## src/rtl/counter_pkg.sv

```systemverilog
//============================================================================
// Package : counter_pkg
// Desc    : Shared mode encodings and types for the modulus counter slice.
// Rev     : 1.0
//============================================================================
`default_nettype none

package counter_pkg;

    localparam int unsigned MODE_W = 2;

    typedef logic [MODE_W-1:0] mode_t;

    localparam mode_t MODE_UP   = 2'b00;
    localparam mode_t MODE_DOWN = 2'b01;
    localparam mode_t MODE_STEP = 2'b10;
    localparam mode_t MODE_LOAD = 2'b11;

endpackage : counter_pkg

`default_nettype wire

```

## src/rtl/counter_next_val.sv

```systemverilog
//============================================================================
// Module : counter_next_val
// Desc   : Combinational next-count, wrap and load-flag generation.
//          COUNTER_SAT_EN selects saturation instead of wrap for up/down/step.
// Rev    : 1.0
//============================================================================
`default_nettype none

module counter_next_val
    import counter_pkg::*;
#(
    parameter int WIDTH = 4,
    parameter int MODV  = 2**WIDTH,
    parameter int STEP  = 3
) (
    input  logic [WIDTH-1:0] i_q,
    input  mode_t            i_modo,
    input  logic [WIDTH-1:0] i_data,
    output logic [WIDTH-1:0] o_next_q,
    output logic             o_wrap,
    output logic             o_load
);

    // One extra bit so MODV = 2**WIDTH and Q+STEP are representable.
    typedef logic [WIDTH:0] ext_t;

    localparam ext_t             c_modv  = ext_t'(MODV);
    localparam ext_t             c_step  = ext_t'(STEP);
    localparam logic [WIDTH-1:0] c_max_q = WIDTH'(MODV - 1);

    ext_t w_q_ext;
    ext_t w_sum;

    assign w_q_ext = {1'b0, i_q};

    always_comb begin
        o_next_q = i_q;
        o_wrap   = 1'b0;
        o_load   = 1'b0;
        w_sum    = '0;
        case (i_modo)
            MODE_UP, MODE_STEP: begin
                w_sum = (i_modo == MODE_UP) ? (w_q_ext + ext_t'(1)) : (w_q_ext + c_step);
                if (w_sum >= c_modv) begin
                    o_wrap = 1'b1;
`ifdef COUNTER_SAT_EN
                    o_next_q = c_max_q;
`else
                    o_next_q = WIDTH'(w_sum - c_modv);
`endif
                end else begin
                    o_next_q = w_sum[WIDTH-1:0];
                end
            end
            MODE_DOWN: begin
                if (i_q == '0) begin
                    o_wrap = 1'b1;
`ifdef COUNTER_SAT_EN
                    o_next_q = '0;
`else
                    o_next_q = c_max_q;
`endif
                end else begin
                    o_next_q = i_q - WIDTH'(1);
                end
            end
            default: begin
                o_load   = 1'b1;
                o_next_q = ({1'b0, i_data} < c_modv) ? i_data : c_max_q;
            end
        endcase
    end

endmodule : counter_next_val

`default_nettype wire

```

## src/rtl/counter_mod_param.sv

```systemverilog
//============================================================================
// Module : counter_mod_param
// Desc   : Parametrised modulus counter (up/down/step/load) with registered
//          rco and load strobes. COUNTER_SAT_EN selects saturating counts.
// Rev    : 1.0
//============================================================================
`default_nettype none

module counter_mod_param
    import counter_pkg::*;
#(
    parameter int WIDTH = 4,
    parameter int MODV  = 2**WIDTH,
    parameter int STEP  = 3
) (
    input  logic             clk,
    input  logic             rst,
    input  logic             enb,
    input  mode_t            modo,
    input  logic [WIDTH-1:0] data,
    output logic [WIDTH-1:0] Q,
    output logic             rco,
    output logic             load
);

    logic [WIDTH-1:0] r_q;
    logic             r_rco;
    logic             r_load;

    logic [WIDTH-1:0] w_next_q;
    logic             w_wrap;
    logic             w_load;

    counter_next_val #(
        .WIDTH (WIDTH),
        .MODV  (MODV),
        .STEP  (STEP)
    ) u_next_val (
        .i_q      (r_q),
        .i_modo   (modo),
        .i_data   (data),
        .o_next_q (w_next_q),
        .o_wrap   (w_wrap),
        .o_load   (w_load)
    );

    // Strobes are rewritten every edge, so a disabled edge clears them.
    always_ff @(posedge clk or posedge rst) begin
        if (rst) begin
            r_q    <= '0;
            r_rco  <= 1'b0;
            r_load <= 1'b0;
        end else if (enb) begin
            r_q    <= w_next_q;
            r_rco  <= w_wrap;
            r_load <= w_load;
        end else begin
            r_rco  <= 1'b0;
            r_load <= 1'b0;
        end
    end

    assign Q    = r_q;
    assign rco  = r_rco;
    assign load = r_load;

endmodule : counter_mod_param

`default_nettype wire

```

## config.mk

```make
export PLATFORM = sky130hd
export DESIGN_NAME = counter_mod_param
export DESIGN_NICKNAME = d
export VERILOG_FILES = /design/src/rtl/counter_pkg.sv /design/src/rtl/counter_next_val.sv /design/src/rtl/counter_mod_param.sv
export SDC_FILE = /design/constraint.sdc
export NUM_CORES = 1
export LEC_CHECK = 0
export ABC_CLOCK_PERIOD_IN_PS = 1560
export CAP_MARGIN = 15
export CORE_UTILIZATION = 36
export CTS_CLUSTER_DIAMETER = 40
export DETAILED_ROUTE_END_ITERATION = 6
export GPL_ROUTABILITY_DRIVEN = 0
export PLACE_DENSITY = 0.67
export SETUP_SLACK_MARGIN = 0.4
export SYNTH_ARGS = -nofsm -noshare
export SYNTH_HDL_FRONTEND = slang
export SYNTH_SLANG_ARGS = --single-unit
```

## constraint.sdc

```tcl
create_clock -name clk -period 1.56 [get_ports clk]
set_clock_uncertainty 0.15 [all_clocks]
set_input_delay 0.156 -clock clk [delete_from_list [all_inputs] [get_ports clk]]
set_output_delay 0.156 -clock clk [all_outputs]
set_load 0.02 [all_outputs]
```

==> impl_results.md <==
- Violated checks: negative setup slack
- Final Cycle Share: 102%
- Slew headroom: 79.5%
- Die H: 38.0 um
- Final Hold Vio Count: 0
- Total Routed Length: 1280 um
- Synth Register Bits: 6
- Cells after DPL: 86
- Power density cells: 1350 mW/mm2
- Final Non-Filler Cells: 96
- Total power: 0.00105 W
- Area grow syn2layout: 66.5%
- Maximum fanout along the worst path: 3
- Nets: 95
- Post-route cell area: 777 um2
- CTS tree: yes
- Unrepaired setup endpoints after global routing: true
- Dominant synthesized flop cell: dfrtp_1
- Number of global-route vias before repair: 454
- CP required: 1.61 ns
- Hold Path Cell Cnt: 3
- Outcome: finished with violations
- Share of post-route cells with drive strength above 1: 42.7%
- CTS clk-pin slew, worst paths: 0.06 ns
- Total leakage power: 0.366 nW
- Floorplan core area: 0.00116 mm2
- Tightest Pin Transition: 0.305 ns
- N_diodes: 0
- Worst Hold Class: in2reg
- WS Path Type: reg2reg
- Minimum clock period: 1.59 ns
- TritonRoute pass-1 iters: 4
- Port Buffers: 14
- Starting Density: 40.4%
- Cells along the critical path: ha_1 -> a21oi_2 -> o41ai_2 -> o32a_1
- Count of warnings emitted by yosys: 0
- Synth Instances: 54
- Placed cell areas: 684 um2
- Register area share after synthesis: 32.2%
- CP bufs+invs: 0
- Synth cell types: 25
- Vias per inst: 5.05
- Avg WL per Cell: 13.4 um
- Top Ports: 15
- Largest delay share family, worst path: compound AO/OA/AOI/OAI gates
- Antenna-violating nets left: 0
- Top cells by count, synth: a21oi_1 (8), dfrtp_1 (6), inv_1 (6)
- Final HPWL DP: 855 um
- Initial antenna violation count: 0
- Worst-skew pair later-pin latency: 0.26 ns
- Global route overflow: 0
- Fmax: 629 MHz
- Clock tree root driver cell: clkbuf_4
- Critical path's largest stage delay: 0.43 ns
- 1st-iter DRT viols: 2
- # rows: 12
- First-pass GRT wire length: 2080 um
- Setup violations, final: 1
- CTS Buf Count: 3
- Largest cells by area after synthesis: dfrtp_1 (32%), a21oi_1 (8.6%), ha_1 (5.4%)
- Top cell type's share of synthesized area: 32.2%
- Max-cap violation count: 0
- Worst Path Arrival: 1.64 ns
- Filler Cell Count: 107
- Leading area contributor after synthesis: dfrtp_1
- DIE AREA: 0.00144 mm2
- R2R depth: 4
- Htree depth: 1
- Largest net degree at the start of global routing: 13
- DRC viols: 0
- Via count: 485
- Setup ws final: -0.0310 ns
- Setup TNS: -0.0310 ns
- Post-Syn Nets: 66
- Critical path's slowest cell: dfrtp_2
- Dpl ws: -0.395 ns
- Most common cell in the netlist: a21oi_1
- Post-synth EDFFs: 0
- Crit. End Element: flop
- Post-Syn Area per Cell: 8.64 um2
- CTS Sinks: 6
- Peak VDD IR: 0.662 mV
- Ys async rst share: 100%
- Gr usage total: 21.9%
- Max Transition Viols Final: 0
- Post-Syn Area: 467 um2
- Startpoint class of the critical path: flop
- Worst path depth: 4
- Max clock buf depth: 2
- Die width: 38.0 um
==> registers in the layout (all words and copies together) (netlist names) <==
register	flops
Q	4
load	1
rco	1
==> metal layers <==
metal / track usage [%] / vias up / wire length [um]
met2: 34.1 / 20 / 650
met5: 0 / - / 0
li1: - / 244 / -
met4: 13.4 / 0 / 8
met1: 25.0 / 219 / 546
met3: 8.72 / 2 / 79
==> worst register-to-register path: stages, from the launching register on <==
cell and delay [ns]:
dfrtp_2 0.43, ha_1 0.30, a21oi_2 0.07, o41ai_2 0.39, o32a_1 0.19
==> path summary, 6_finish.rpt <==
check	start	to	slack (ns)
worst max-delay path	Q[1]	Q[3]	-0.03
min in group asynchronous	rst	Q[3]	0.53
worst max register to register	Q[1]	Q[3]	-0.03
max in group asynchronous	rst	Q[2]	0.49
worst min-delay path	modo[1]	load	0.31
worst min register to register	Q[0]	Q[0]	0.45
==> power by group <==
group	switching, W	leakage, nW	total [W]	internal [W]
combinational	0.000291	0.280	0.000625	0.000334
sequential	0.0000573	0.0702	0.000258	0.000200
clock	0.0000673	0.0150	0.000165	0.0000976
total	0.000416	0.366	0.00105	0.000632
==> placed cells by master, fill, tap and decap left out, drive strengths merged, types with 2 or more instances in the layout <==
cell type and n:
buf 18, ha 2, inv 7, clkbuf 4
o41ai 2, nor3 2, dfrtp 6, nor2b 3
o21bai 2, nor2 4, dlygate4sd2 2, clkdlybuf4s50 6
o21ai 4, a21oi 8
==> through the flow <==
stage | util (%) | hold WS, ns
2_1_floorplan | - | -0.203
3_3_place_gp | 59.2 | 0.251
3_5_place_dp | 59.2 | 0.259
4_1_cts | 64.0 | 0.297
5_1_grt | 67.2 | 0.326
6_report | 67.2 | 0.305
==> layout make-up <==
class / instances / area, um2 / share of cell area, %
Multi-Input combinational cell: 38 / 314 / 40.4
Timing Repair Buffer: 27 / 234 / 30.1
Sequential cell: 6 / 154 / 19.8
Inverter: 7 / 31.3 / 4.03
Clock buffer: 4 / 26.3 / 3.38
Tap cell: 14 / 17.5 / 2.25
==> kinds of logic after synthesis <==
group                      Yosys count  synth area share (%)
AOI/OAI and AO/OA                   18                  24.9
and+or+nand+nor                     15                  18.5
buffers and inverters               10                  10.2
DFF                                  6                  32.2
adders and majority gates            3                  9.65
muxes                                2                  4.56
==> timing repair <==
action / CTS / global route
endpoints found under the hold margin: 6 / 0
hold buffers: 1 / 0
buffers inserted: 2 / 3
gates resized for setup: 36 / 4
pin swaps: 8 / 2
setup endpoints to repair: 11 / 8
Power figures use the tool's default switching activity.
